[config.mk]
export PLATFORM = sky130hd
export DESIGN_NAME = instr_issue_queue_flat
export DESIGN_NICKNAME = d
export VERILOG_FILES = /design/src/rtl/sa_ctrl_pkg.sv /design/src/rtl/instr_issue_queue_if.sv /design/src/rtl/instr_issue_queue_sync_fifo.sv /design/src/rtl/instr_issue_queue.sv /design/src/flat_wrapper.sv
export SDC_FILE = /design/constraint.sdc
export NUM_CORES = 1
export LEC_CHECK = 0
export ABC_CLOCK_PERIOD_IN_PS = 7200
export BUFFER_PORTS_ARGS = -buffer_cell sky130_fd_sc_hd__buf_2
export CELL_PAD_IN_SITES_DETAIL_PLACEMENT = 1
export CELL_PAD_IN_SITES_GLOBAL_PLACEMENT = 2
export CORE_ASPECT_RATIO = 0.9
export CORE_MARGIN = 2
export CORE_UTILIZATION = 35
export CTS_CLUSTER_DIAMETER = 60
export DETAILED_ROUTE_END_ITERATION = 7
export PLACE_DENSITY = 0.61
export RECOVER_POWER = 100
export SLEW_MARGIN = 40
export SYNTH_ARGS = -nofsm -noshare
export SYNTH_HDL_FRONTEND = slang
export SYNTH_SLANG_ARGS = --single-unit
[constraint.sdc]
create_clock -name clk -period 7.2 [get_ports clk]
set_input_delay 1.08 -clock clk [delete_from_list [all_inputs] [get_ports clk]]
set_output_delay 1.08 -clock clk [all_outputs]
set_load 0.02 [all_outputs]
[src/rtl/sa_ctrl_pkg.sv]
// Shared definitions for the systolic-array controller and its issue queue:
// instruction width, opcode encodings and the issue-queue FSM state encoding.
package sa_ctrl_pkg;

  localparam int INSTR_W = 64;

  localparam logic [4:0] OP_NOP       = 5'b00000;
  localparam logic [4:0] OP_COMPUTE   = 5'b00001;
  localparam logic [4:0] OP_COMPUTE_I = 5'b00010;
  localparam logic [4:0] OP_ACC_TO_OB = 5'b00011;
  localparam logic [4:0] OP_LD_INP    = 5'b00100;
  localparam logic [4:0] OP_LD_WT     = 5'b00101;
  localparam logic [4:0] OP_OB_SEND   = 5'b00110;
  localparam logic [4:0] OP_ACC_RST   = 5'b00111;
  localparam logic [4:0] OP_HALT      = 5'b11111;

  typedef enum logic [1:0] {
    ST_ISSUE        = 2'd0,
    ST_WAIT_COMPUTE = 2'd1,
    ST_HALTED       = 2'd2
  } iq_state_t;

  // Opcodes that occupy the array until compute_done
  function automatic logic is_compute(input logic [4:0] op);
    return (op == OP_COMPUTE) || (op == OP_COMPUTE_I);
  endfunction

endpackage

[src/rtl/instr_issue_queue_if.sv]
// Host-side and controller-side signals of the issue queue.
// master = host/controller side, slave = the queue itself.
interface instr_issue_queue_if #(
  parameter int DEPTH   = 16,
  parameter int INSTR_W = 64
);
  logic [INSTR_W-1:0]     host_instr;
  logic                   host_valid;
  logic                   host_ready;
  logic [INSTR_W-1:0]     instruction;
  logic                   compute_done;
  logic                   resume;
  logic                   halted;
  logic                   busy;
  logic [$clog2(DEPTH):0] fifo_count;

  modport master (
    output host_instr, host_valid, compute_done, resume,
    input  host_ready, instruction, halted, busy, fifo_count
  );

  modport slave (
    input  host_instr, host_valid, compute_done, resume,
    output host_ready, instruction, halted, busy, fifo_count
  );
endinterface

[src/rtl/instr_issue_queue_sync_fifo.sv]
// Single-clock FIFO: registered memory, wrapping pointers, occupancy count.
// Head word is read combinationally from mem[rd_ptr]; a word written at an
// edge is only visible as head after that edge (no write-to-read bypass).
module sync_fifo #(
  parameter int DEPTH = 16,
  parameter int WIDTH = 64
) (
  input  logic                   clk,
  input  logic                   rst,
  input  logic                   push,
  input  logic                   pop,
  input  logic [WIDTH-1:0]       wdata,
  output logic [WIDTH-1:0]       rdata,
  output logic [$clog2(DEPTH):0] count,
  output logic                   full,
  output logic                   empty
);
  localparam int AW = $clog2(DEPTH);
  localparam logic [AW:0] FULL_CNT = DEPTH[AW:0];

  logic [WIDTH-1:0] mem [DEPTH];
  logic [AW-1:0]    wr_ptr, rd_ptr;
  logic             do_push, do_pop;

  assign full    = (count == FULL_CNT);
  assign empty   = (count == '0);
  assign do_push = push & ~full;
  assign do_pop  = pop & ~empty;
  assign rdata   = mem[rd_ptr];

  // Storage write; contents need no reset since pointers/count discard them
  always_ff @(posedge clk) begin
    if (do_push) mem[wr_ptr] <= wdata;
  end

  // Pointers wrap naturally (DEPTH is a power of 2); count tracks occupancy
  always_ff @(posedge clk or posedge rst) begin
    if (rst) begin
      wr_ptr <= '0;
      rd_ptr <= '0;
      count  <= '0;
    end else begin
      if (do_push) wr_ptr <= wr_ptr + AW'(1);
      if (do_pop)  rd_ptr <= rd_ptr + AW'(1);
      case ({do_push, do_pop})
        2'b10:   count <= count + (AW+1)'(1);
        2'b01:   count <= count - (AW+1)'(1);
        default: count <= count;
      endcase
    end
  end
endmodule

[src/rtl/instr_issue_queue.sv]
// Issue queue feeding the systolic-array controller. Pops one instruction
// per clock onto a registered output, issuing NOP while empty, while a
// compute op is running, or while halted after a HALT op.
module instr_issue_queue #(
  parameter int DEPTH   = 16,
  parameter int INSTR_W = sa_ctrl_pkg::INSTR_W
) (
  input logic               clk,
  input logic               rst,
  instr_issue_queue_if.slave bus
);
  import sa_ctrl_pkg::*;

  iq_state_t              state, state_nxt;
  logic [INSTR_W-1:0]     head, instr_q, instr_nxt;
  logic                   halted_q, halted_nxt;
  logic                   pop, full, empty;
  logic [$clog2(DEPTH):0] count;

  sync_fifo #(.DEPTH(DEPTH), .WIDTH(INSTR_W)) u_fifo (
    .clk   (clk),
    .rst   (rst),
    .push  (bus.host_valid & ~full),
    .pop   (pop),
    .wdata (bus.host_instr),
    .rdata (head),
    .count (count),
    .full  (full),
    .empty (empty)
  );

  // host_ready comes from the registered count only
  assign bus.host_ready  = ~full;
  assign bus.instruction = instr_q;
  assign bus.halted      = halted_q;
  assign bus.fifo_count  = count;
  assign bus.busy        = (state != ST_ISSUE) | ~empty;

  // Next state, pop decision and next output word
  always_comb begin
    state_nxt  = state;
    instr_nxt  = '0;
    halted_nxt = halted_q;
    pop        = 1'b0;
    case (state)
      ST_ISSUE: begin
        if (!empty) begin
          pop       = 1'b1;
          instr_nxt = head;
          if (is_compute(head[4:0])) begin
            state_nxt = ST_WAIT_COMPUTE;
          end else if (head[4:0] == OP_HALT) begin
            state_nxt  = ST_HALTED;
            halted_nxt = 1'b1;
          end
        end
      end
      ST_WAIT_COMPUTE: begin
        if (bus.compute_done) state_nxt = ST_ISSUE;
      end
      ST_HALTED: begin
        if (bus.resume) begin
          state_nxt  = ST_ISSUE;
          halted_nxt = 1'b0;
        end
      end
      default: state_nxt = ST_ISSUE;
    endcase
  end

  // State and output registers
  always_ff @(posedge clk or posedge rst) begin
    if (rst) begin
      state    <= ST_ISSUE;
      instr_q  <= '0;
      halted_q <= 1'b0;
    end else begin
      state    <= state_nxt;
      instr_q  <= instr_nxt;
      halted_q <= halted_nxt;
    end
  end
endmodule

[src/flat_wrapper.sv]
// flat-port wrapper written by rule: the top's interface ports become plain ports
module instr_issue_queue_flat import sa_ctrl_pkg::*;
#(
  parameter int DEPTH   = 16,
  parameter int INSTR_W = sa_ctrl_pkg::INSTR_W
)
  (clk, rst, bus_host_instr, bus_host_valid, bus_compute_done, bus_resume, bus_host_ready, bus_instruction, bus_halted, bus_busy, bus_fifo_count);
  instr_issue_queue_if #(.DEPTH(DEPTH), .INSTR_W(INSTR_W)) bus_i ();
  input logic clk;
  input logic rst;
  input wire logic [$bits(bus_i.host_instr)-1:0] bus_host_instr;
  input wire logic [$bits(bus_i.host_valid)-1:0] bus_host_valid;
  input wire logic [$bits(bus_i.compute_done)-1:0] bus_compute_done;
  input wire logic [$bits(bus_i.resume)-1:0] bus_resume;
  output wire logic [$bits(bus_i.host_ready)-1:0] bus_host_ready;
  output wire logic [$bits(bus_i.instruction)-1:0] bus_instruction;
  output wire logic [$bits(bus_i.halted)-1:0] bus_halted;
  output wire logic [$bits(bus_i.busy)-1:0] bus_busy;
  output wire logic [$bits(bus_i.fifo_count)-1:0] bus_fifo_count;
  assign bus_i.host_instr = bus_host_instr;
  assign bus_i.host_valid = bus_host_valid;
  assign bus_i.compute_done = bus_compute_done;
  assign bus_i.resume = bus_resume;
  assign bus_host_ready = bus_i.host_ready;
  assign bus_instruction = bus_i.instruction;
  assign bus_halted = bus_i.halted;
  assign bus_busy = bus_i.busy;
  assign bus_fifo_count = bus_i.fifo_count;
  instr_issue_queue #(.DEPTH(DEPTH), .INSTR_W(INSTR_W)) u_core (.clk(clk), .rst(rst), .bus(bus_i));
endmodule
# [Word level (Yosys, flattened, before mapping)]
# Memories as Yosys holds them, arrays and structs flattened.
# Cells that the tools add are included.
[classes] add_sub_neg=4 n_eq_ne=14 muxes=18 bitwise=6 reduce_logical=8
[ops] operator="$mux W64" count=2
[ops] operator="$eq A5 B5 Y1 const B" count=2
[ops] operator="$mux W2" count=5
[ops] operator="$pmux W5 S2" count=1
[ops] operator="$add A4 B1 Y4 const B" count=2
[ops] operator="$mux W1" count=8
[ops] operator="$ne A2 B2 Y1 const B" count=4
[ops] operator="$pmux W2 S3" count=1
[ops] operator="$reduce_bool A2 Y1" count=3
[ops] operator="$add A5 B1 Y5 const B" count=1
[ops] operator="$eq A5 B1 Y1 const B" count=1
[ops] operator="$eq A5 B2 Y1 const B" count=1
[ops] operator="$logic_not A5 Y1" count=1
[ops] operator="$reduce_and A5 Y1" count=1
[ops] operator="$sub A5 B1 Y5 const B" count=1
[ops] operator="$eq A2 B1 Y1 const B" count=2
[ops] operator="$eq A2 B2 Y1 const B" count=2
[ops] operator="$reduce_and A4 Y1" count=1
[ops] operator="$and A1 B1 Y1" count=3
[ops] operator="$ne A3 B1 Y1 const B" count=1
[ops] operator="$logic_not A2 Y1" count=1
[ops] operator="$ne A2 B1 Y1 const B" count=1
[ops] operator="$not A1 Y1" count=2
[ops] operator="$pmux W1 S2" count=1
[ops] operator="other kinds (2)" count=2
[word_totals] ff_bits=80 ram_bits=1024 input_bits=69 output_inout_bits=72 word_cells=57 mem_count=1
[memory_table] name="u_core.u_fifo.mem" words=16 width=64 read_ports=1 rd_ports_with_merged_regs=0 write_ports=1 line_no="instr_issue_queue_sync_fifo.sv:21" rtl="logic [WIDTH-1:0] mem [DEPTH];"

# [Depth between registers and ports, before layout]
# Gate-level depths: netlist (run 1).
[logic_depth] word_depth=6 ltp_mapped=13 depth_no_buf=12

# [Hierarchy]
# A second synthesis (run 1) with hierarchy kept.
[unflattened] hier_cells=2153 hier_area_um2=42270.5
[modules_own_cells] module="sync_fifo" instances=1 cells_per_inst=1994 area_each_um2=40022.1 seq_area_each_um2=31074.8
[modules_own_cells] module="instr_issue_queue" instances=1 cells_per_inst=159 area_each_um2=2248.4 seq_area_each_um2=1676.6

# [Least setup slack after synthesis (run 1)]
# Ideal clock, no wire load.
[synth_path] path_type="input to register" start="input bus_host_valid" end="memory u_core.u_fifo.mem[3][0], enable pin" setup_ns=0.565 arrival_ns=5.974 t_required_ns=6.635 setup_slack_ns=0.662 cell_stages=4 n_path_buf=1 path_cell_list="and2_1 > clkbuf_1 > nand2_1 > nor3_1"
[synth_via] elab_chain_cells=4
[synth_lines] item="from (decl)" line_no="flat_wrapper.sv:12" rtl="input wire logic [$bits(bus_i.host_valid)-1:0] bus_host_valid;"
[synth_lines] item="$and A1 B1 Y1" line_no="instr_issue_queue.sv:23" rtl=".push (bus.host_valid & ~full),"
[synth_lines] item="$and A1 B1 Y1" line_no="instr_issue_queue_sync_fifo.sv:27" rtl="assign do_push = push & ~full;"
[synth_lines] item="$mux W1" line_no="instr_issue_queue_sync_fifo.sv:33" rtl="if (do_push) mem[wr_ptr] <= wdata;"
[synth_lines] item="$mux W1 (not written as such)" line_no="instr_issue_queue_sync_fifo.sv:33"
[synth_lines] item="to (decl)" line_no="instr_issue_queue_sync_fifo.sv:21"
# Every way passes these cells.

# [Final worst setup path (run 1)]
[layout_path] start="register u_core.u_fifo.count[0]" end="memory u_core.u_fifo.mem[11][1], enable pin"
[layout_via] elab_chain_cells=6
[layout_lines] item="from (decl)" line_no="instr_issue_queue_sync_fifo.sv:14" rtl="output logic [$clog2(DEPTH):0] count,"
[layout_lines] item="from (signal assigned)" line_no="instr_issue_queue_sync_fifo.sv:46" rtl="2'b10: count <= count + (AW+1)'(1);"
[layout_lines] item="from (signal assigned)" line_no="instr_issue_queue_sync_fifo.sv:47" rtl="2'b01: count <= count - (AW+1)'(1);"
[layout_lines] item="from (signal assigned)" line_no="instr_issue_queue_sync_fifo.sv:48" rtl="default: count <= count;"
[layout_lines] item="$eq A5 B5 Y1 *" line_no="instr_issue_queue_sync_fifo.sv:25" rtl="assign full = (count == FULL_CNT);"
[layout_lines] item="$not A1 Y1 *" line_no="instr_issue_queue_sync_fifo.sv:27, instr_issue_queue.sv:23"
[layout_lines] item="$and A1 B1 Y1" line_no="instr_issue_queue.sv:23"
[layout_lines] item="$and A1 B1 Y1 *" line_no="instr_issue_queue_sync_fifo.sv:27"
[layout_lines] item="$mux W1 *" line_no="instr_issue_queue_sync_fifo.sv:33"
[layout_lines] item="$mux W1 (not written as such) *" line_no="instr_issue_queue_sync_fifo.sv:33"
# Mark *: on every way between the ends. The rest lies on a longest branch, timed or not.

==> results of run 1 <==
==> worst max-delay path: stages (launching register included) <==
cell and delay [ns]:
dfrtp_1 0.41, nor4_1 0.10, nand2_1 0.11, and2_0 0.75
nand2_1 0.31, nor2_1 1.33, clkbuf_1 1.48
==> layer usage <==
layer  global-route usage  vias to the layer above  wire length, microns
met5                    0                        -                    62
li1                     -                     7580                     -
met3               0.0364                      134                  5610
met4               0.0375                       10                  1830
met1                0.230                     9983                 43200
met2                0.253                      481                 45700
==> final cells by class <==
type | instances | area [sq um]
diodes | 1 | 2.50
flip-flops and latches | 1104 | 32800
clock buffers | 167 | 3350
repair buffers | 180 | 855
clock inverters | 54 | 509
multi-input cells | 479 | 8120
fillers | 10900 | 69400
well taps | 1573 | 1970
inverters | 12 | 46.3
==> stage by stage <==
step	power, uW	cell area [sq um]	instances	util
detailed placement	13900	44100	3347	0.377
global placement	13800	44000	3343	0.376
floorplan	12000	41300	1679	-
CTS	19900	48000	3568	0.410
global route	20400	47600	3569	0.407
finish	19500	47600	3570	0.407
==> power by group <==
part / switching, uW / internal [uW] / leakage (uW)
clock network: 2480 / 3480 / 0.00188
registers: 379 / 7890 / 0.0102
logic: 2850 / 2390 / 0.00277
total: 5720 / 13800 / 0.0149
==> cell usage after synthesis (8+ instances only) <==
master and count:
mux4_2 315, ha_1 9, dfrtp_1 80, xnor2_1 8
buf_2 33, clkbuf_1 45, inv_1 12, nand2_1 20
and2_1 64, nor2_1 13, edfxtp_1 1024, nand3_1 12
==> state kept, by name (all words and copies together), names as in the netlist <==
name	flops
u_core.u_fifo.mem	1024
u_core.bus.instruction	64
u_core.u_fifo.count	5
u_core.u_fifo.rd_ptr	4
u_core.u_fifo.wr_ptr	4
u_core.state	2
u_core.bus.halted	1
==> cells by family after synthesis <==
group / after synthesis / synth area share
buf+inv: 96 / 0.0102
flops: 1104 / 0.793
fa+ha+maj: 10 / 0.00321
mux: 316 / 0.172
simple gates: 127 / 0.0168
compound gates: 15 / 0.00236
xor+xnor: 11 / 0.00233
==> how the worst max path moves through the flow <==
stage | startpoint | slack [ns] | to
after floorplan | bus_host_valid | 0.66 | u_core.u_fifo.mem[3][0]
after global placement | bus_host_valid | 3.03 | u_core.u_fifo.mem[8][44]
after detailed placement | bus_host_valid | 3.25 | u_core.u_fifo.mem[8][51]
after CTS | u_core.u_fifo.count[0] | 3.77 | u_core.u_fifo.mem[8][1]
after global routing | u_core.u_fifo.count[0] | 1.82 | u_core.u_fifo.mem[10][1]
final | u_core.u_fifo.count[0] | 2.23 | u_core.u_fifo.mem[11][1]
==> flow_summary.toml, run 1 <==
[hold_path]
min_path_cells = 2
min_to = "u_core.bus.halted"
hp-start = "u_core.bus.halted"
hold_path_class = "flip-flop to flip-flop"

[synth]
yosysTopAreaCell = "edfxtp_1"
yosys.cell_types.count = 31
synth_top_area_frac = 0.745
async_reset_ff_frac = 0.0725
seq_area_frac_synth = 0.793
synth_nets = 1758
ys_ff_latch = 1104
syn_area_sq_mm = 0.0413
synth-edff-count = 1024
synthFlopType = "edfxtp_1"
yosys_warnings = 0
synth.area.top_cells = "edfxtp_1, mux4_2, dfrtp_1"
avgSynthCellArea_sq_um = 24.6
synthCells = 1679

[sta]
rsz0062_at_grt = "false"
setup-violations-final = 0
worst_slack_ns = 2.23
setup_tns_ns = 0
tightest_slew_ns = 3.18
fin_crit_ns = 4.97
hold_slack_ns = 0.515
slew_headroom = -1.12
slew_violations = 649
hold_viol_final = 0
finalClockSkew_ns = 0.0282
max_freq_mhz = 201
period_share = 0.691

[cts]
clkLatencyLatePin_ns = 0.70
hold_buffers = 0
path_clk_slew_ns = 0.06
cts-resized-gates = 0
clk_path_buf_depth = 3
tritoncts = "done"
cts_buffers = 116
cts_max_level = 3
postCtsSetupBuffers = 0
root_buffer = "clkbuf_16"
cts_sinks = 1104

[floorplanning]
rows = 119
io_pins = 141
coreArea_sq_mm = 0.117
dieArea_sq_mm = 0.121
start_util = 0.353
die_y_microns = 330
die_x_microns = 366

[status]
violations = "max-capacitance violations, max-slew violations"
status = "finished with violations"

[drt]
vias = 18200
drt_iter0_markers = 1615
drc = 0
routedWlPerCell_microns = 27.0
first_pass_iters = 5
wl_mm = 96.5
drtAntennaViolNets = 0
avgViaCountPerCell = 5.09

[layout]
layout_commonest_cell = "edfxtp_1"
mostFrequentLayoutCells = "edfxtp_1, mux4_2, clkbuf_1, clkbuf_16, dfrtp_1"
syn2layout_area_growth_pct = 15.3
fin_nets = 1972
drive_gt1_frac = 0.262

[grt]
grt_max_degree = 90
grt_pass1_wl_mm = 141
antenna_found_initial = 10
overflow = 0
track_usage = 0.161
first_global_vias = 19800

[place]
hpwl_mm = 53.0
place_ws_ns = 3.25
io_buffer_count = 140
place.gp.congestion = 0.706

[power_and_ir_drop]
total_leakage_power_uw = 0.0149
ir_drop_mv = 0.265
powerDensity_mw_per_mm2 = 409

[setup_path]
worstPathArrival_ns = 5.24
cp.required_ns = 7.47
crit_path_end_kind = "flip-flop"
critPathLaunchType = "flip-flop"
rr_endpoint = "u_core.u_fifo.mem[11][1]"
crit_path_max_fanout = 27
r2r-start = "u_core.u_fifo.count[0]"
r2r_cells = 6
worst-setup-path-type = "flip-flop to flip-flop"
r2r_setup_slack_ns = 2.23

[run]
maxCapViolations = 22
No activity file was read; power rests on OpenSTA's default activity.
==> inputs of run 2 (changes only) <==
--- a/config.mk
+++ b/config.mk
@@ -5,7 +5,7 @@
 export SDC_FILE = /design/constraint.sdc
 export NUM_CORES = 1
 export LEC_CHECK = 0
-export ABC_CLOCK_PERIOD_IN_PS = 7200
+export ABC_CLOCK_PERIOD_IN_PS = 4100
 export BUFFER_PORTS_ARGS = -buffer_cell sky130_fd_sc_hd__buf_2
 export CELL_PAD_IN_SITES_DETAIL_PLACEMENT = 1
 export CELL_PAD_IN_SITES_GLOBAL_PLACEMENT = 2
@@ -14,7 +14,7 @@
 export CORE_UTILIZATION = 35
 export CTS_CLUSTER_DIAMETER = 60
 export DETAILED_ROUTE_END_ITERATION = 7
-export PLACE_DENSITY = 0.61
+export PLACE_DENSITY = 0.64
 export RECOVER_POWER = 100
 export SLEW_MARGIN = 40
 export SYNTH_ARGS = -nofsm -noshare
==> constraint.sdc (replaced) <==
create_clock -name clk -period 4.1 [get_ports clk]
set_input_delay 0.615 -clock clk [delete_from_list [all_inputs] [get_ports clk]]
set_output_delay 0.615 -clock clk [all_outputs]
set_load 0.02 [all_outputs]
==> flow_summary.toml, run 2 (synthesized netlist as in run 1, its figures left out) <==
[status]
status = "finished with violations"
violations = "max-capacitance violations, max-slew violations"

[floorplanning]
dieArea_sq_mm = 0.121
io_pins = 141
die_x_microns = 366
die_y_microns = 330
rows = 119
coreArea_sq_mm = 0.117
start_util = 0.353

[layout]
fin_nets = 1986
syn2layout_area_growth_pct = 15.3
mostFrequentLayoutCells = "edfxtp_1, mux4_2, clkbuf_1, clkbuf_16, dfrtp_1"
fillers = 10900
fin_cells = 3582
largest_register = "u_core.u_fifo.mem"
utilization = 0.407
drive_gt1_frac = 0.271
layout_commonest_cell = "edfxtp_1"
largest_reg_flops = 1024

[grt]
grt_max_degree = 85
track_usage = 0.166
grt_pass1_wl_mm = 145
first_global_vias = 19900
overflow = 0
antenna_found_initial = 12

[sta]
setup-violations-final = 0
slew_headroom = -0.557
hold_viol_final = 0
period_share = 0.811
tightest_slew_ns = 2.32
slew_violations = 468
finalClockSkew_ns = 0.0229
setup_tns_ns = 0
max_freq_mhz = 301
fin_crit_ns = 3.33
rsz0062_at_grt = "false"

[cts]
root_buffer = "clkbuf_16"
cts_sinks = 1104
path_clk_slew_ns = 0.06
clkLatencyLatePin_ns = 0.69
clk_path_buf_depth = 3
postCtsSetupBuffers = 0
cts_max_level = 3
hold_buffers = 0
tritoncts = "done"
cts_buffers = 116
cts-resized-gates = 0

[drt]
first_pass_iters = 5
vias = 18400
avgViaCountPerCell = 5.13
routedWlPerCell_microns = 27.7
drtAntennaViolNets = 0
drt_iter0_markers = 1631
wl_mm = 99.4
drc = 0

[setup_path]
r2r_cells = 6
crit_path_max_fanout = 43
worstPathArrival_ns = 3.59
cp.required_ns = 4.37
worst-setup-path-type = "flip-flop to flip-flop"
critPathLaunchType = "flip-flop"
crit_path_end_kind = "flip-flop"

[place]
io_buffer_count = 140
place.gp.congestion = 0.712
placedCellCount = 3362
hpwl_mm = 50.0

[power_and_ir_drop]
powerDensity_mw_per_mm2 = 706
ir_drop_mv = 0.472
total_leakage_power_uw = 0.0149

[hold_path]
min_path_cells = 2
hold_path_class = "input pin to flip-flop"

[run]
maxCapViolations = 11
==> run 2: path summary, 6_finish.rpt <==
check,from,endpoint,slack [ns]
max,u_core.u_fifo.count[0],u_core.u_fifo.mem[6][10],0.77
max in group asynchronous,rst,u_core.bus.instruction[47],1.65
max reg2reg,u_core.u_fifo.count[0],u_core.u_fifo.mem[6][10],0.77
min reg2reg,u_core.bus.halted,u_core.bus.halted,0.50
min in group asynchronous,rst,u_core.u_fifo.count[2],0.54
min,bus_compute_done,u_core.state[0],0.16
==> run 2: report_power, final <==
group | internal, uW | switching [uW] | total, uW
Clock | 5670 | 4230 | 9910
Combinational | 4250 | 4800 | 9050
Sequential | 13800 | 839 | 14700
==> run 2: critical path, cell delays in order (launching register included) <==
cell and delay, ns:
dfrtp_1 0.43, nor4_1 0.09, nand2_1 0.09, and2_0 0.46
nand2_1 0.26, nor2_1 0.22, buf_2 1.29
==> run 2: routing by layer <==
metal  share of wire  vias up  track usage
met2            0.48      484        0.266
li1                -     7586            -
met3           0.061      143       0.0399
met1            0.44    10200        0.233
met5         0.00095        -            0
met4           0.017       16       0.0333
==> run 2: through the flow <==
step / setup slack (ns) / instance area, sq um / hold slack (ns) / total power (uW)
floorplan: -0.476 / 41300 / 0.459 / 21100
global placement: 1.10 / 44400 / 0.469 / 24300
detailed placement: 1.14 / 44400 / 0.491 / 24500
CTS: 1.14 / 48000 / 0.00898 / 34400
global route: 0.519 / 47600 / 0.118 / 35200
finish: 0.773 / 47600 / 0.156 / 33600
==> run 2: final cells by class <==
class	instances	area (sq um)	area share
Timing Repair Buffer	194	1050	0.0220
Tap cell	1573	1970	0.0413
Clock inverter	54	370	0.00778
Multi-Input combinational cell	479	8180	0.172
Clock buffer	163	3230	0.0679
Antenna cell	3	7.51	0.000158
Sequential cell	1104	32800	0.688
Inverter	12	46.3	0.000972
==> inputs of run 3 (changes only) <==
--- a/config.mk
+++ b/config.mk
@@ -5,7 +5,7 @@
 export SDC_FILE = /design/constraint.sdc
 export NUM_CORES = 1
 export LEC_CHECK = 0
-export ABC_CLOCK_PERIOD_IN_PS = 4100
+export ABC_CLOCK_PERIOD_IN_PS = 2700
 export BUFFER_PORTS_ARGS = -buffer_cell sky130_fd_sc_hd__buf_2
 export CELL_PAD_IN_SITES_DETAIL_PLACEMENT = 1
 export CELL_PAD_IN_SITES_GLOBAL_PLACEMENT = 2
==> constraint.sdc (replaced) <==
create_clock -name clk -period 2.7 [get_ports clk]
set_input_delay 0.405 -clock clk [delete_from_list [all_inputs] [get_ports clk]]
set_output_delay 0.405 -clock clk [all_outputs]
set_load 0.02 [all_outputs]
==> flow_summary.toml, run 3 (synthesized netlist as in run 1, its figures left out) <==
[place]
post_dp_cell_area_sq_mm = 0.0449
io_buffer_count = 140
hpwl_mm = 52.1
place.gp.congestion = 0.725

[setup_path]
worstPathCellList = "nor4_4 -> nand2_2 -> and2_4 -> buf_4 -> nand2_1 -> nor3_2 -> clkbuf_4"
crit_path_end_kind = "flip-flop"
worst-setup-path-type = "flip-flop to flip-flop"
cp_slowest_stage_delay_ns = 0.67
worstPathArrival_ns = 2.87
crit_path_max_fanout = 29
crit_slowest_cell = "clkbuf_4"
cp.required_ns = 3.02
critPathLaunchType = "flip-flop"

[floorplanning]
coreArea_sq_mm = 0.117
rows = 119
die_x_microns = 366
dieArea_sq_mm = 0.121
die_y_microns = 330
io_pins = 141
start_util = 0.353

[run]
maxCapViolations = 1

[cts]
clk_path_buf_depth = 3
path_clk_slew_ns = 0.06
root_buffer = "clkbuf_16"
cts_max_level = 3
cts_sinks = 1104
clkLatencyLatePin_ns = 0.69
cts_buffers = 117
tritoncts = "done"

[sta]
setup-violations-final = 0
hold_viol_final = 0
period_share = 0.945
slew_violations = 37
hold_slack_ns = 0.213
max_freq_mhz = 392
rsz0062_at_grt = "false"
fin_crit_ns = 2.55
finalClockSkew_ns = 0.0186
slew_headroom = -0.409
tightest_slew_ns = 2.11

[grt]
antenna_found_initial = 12
track_usage = 0.166
grt_pass1_wl_mm = 145
grt_max_degree = 70
overflow = 0
first_global_vias = 20200

[layout]
drive_gt1_frac = 0.288
syn2layout_area_growth_pct = 16.3
multiInputGateArea_sq_mm = 0.00819
largest_reg_flops = 1024
mostFrequentLayoutCells = "edfxtp_1, mux4_2, clkbuf_1, clkbuf_16, dfrtp_1"
regArea_sq_mm = 0.0328
fin_area_sq_mm = 0.0480
fin_nets = 2010
layout_commonest_cell = "edfxtp_1"
largest_register = "u_core.u_fifo.mem"
fillers = 10900

[status]
violations = "max-capacitance violations, max-slew violations"
status = "finished with violations"

[drt]
drt_iter0_markers = 1641
drc = 0
avgViaCountPerCell = 5.13
drtAntennaViolNets = 0
wl_mm = 99.1
first_pass_iters = 5
routedWlPerCell_microns = 27.5
vias = 18500

[power_and_ir_drop]
total_leakage_power_uw = 0.0151
ir_drop_mv = 0.668
powerDensity_mw_per_mm2 = 1080

[hold_path]
hold_path_class = "input pin to flip-flop"
[run 3: cell count changes in the layout (fill, tap and decap cells not counted), sizes merged]
cell         delta
bufinv          +9
buf             +5
clkbuf          -3
clkinvlp        +3
diode           -1
dlygate4sd3     +3
clkinv          +4
[run 3: what timing repair did]
action / in CTS / in global routing
buffers inserted: 0 / 1
setup endpoints to repair: 0 / 1
gates resized for setup: 0 / 3
hold endpoints to repair: 35 / 0
hold buffers: 3 / 0
[run 3: through the flow]
stage	setup slack (ns)	instances	power (uW)	TNS, ns	util
4_1_cts	0.0488	3599	53700	0	0.417
6_report	0.148	3602	52100	0	0.411
3_3_place_gp	0.0791	3381	37400	0	0.384
2_1_floorplan	-0.373	1679	32300	-94.21	-
5_1_grt	0.0158	3600	54600	0	0.410
3_5_place_dp	0.0903	3381	37600	0	0.384
[run 3: final timing paths]
check | from | endpoint | slack, ns | depth (start not counted)
max in group asynchronous | rst | u_core.bus.instruction[54] | 0.38 | 4
min in group asynchronous | rst | u_core.bus.instruction[47] | 0.94 | 3
setup / recovery | u_core.u_fifo.count[2] | u_core.u_fifo.mem[2][21] | 0.15 | 7
setup reg to reg | u_core.u_fifo.count[2] | u_core.u_fifo.mem[2][21] | 0.15 | 7
hold / removal | bus_host_instr[24] | u_core.u_fifo.mem[2][24] | 0.21 | 1
hold reg to reg | u_core.bus.halted | u_core.bus.halted | 0.51 | 2
[run 3: critical path, delay by kind of cell, from the launching register on]
| family | cells | cell delay, ns |
|---|---|---|
| buf+inv | 2 | 0.84 |
| simple gates | 5 | 0.88 |
| flops | 1 | 0.41 |
[run 3: area by class of cell]
cell class	instances	share of cell area
multi-input cells	479	0.171
repair buffers	217	0.0255
clock inverters	70	0.0148
clock buffers	145	0.0651
diodes	2	0.000104
flip-flops and latches	1104	0.682
well taps	1573	0.0410
inverters	12	0.000938
[run 3: where the power goes]
group	total, uW	switching (uW)	internal (uW)
Combinational	14300	7680	6660
Sequential	21900	867	21000
Clock	15900	6560	9350
[run 3: layer usage]
layer	vias to the layer above	routed length [microns]	GRT usage
met5	-	80	0
met4	12	1350	0.0370
li1	7635	-	-
met3	117	5750	0.0372
met2	464	48200	0.271
met1	10300	43700	0.230
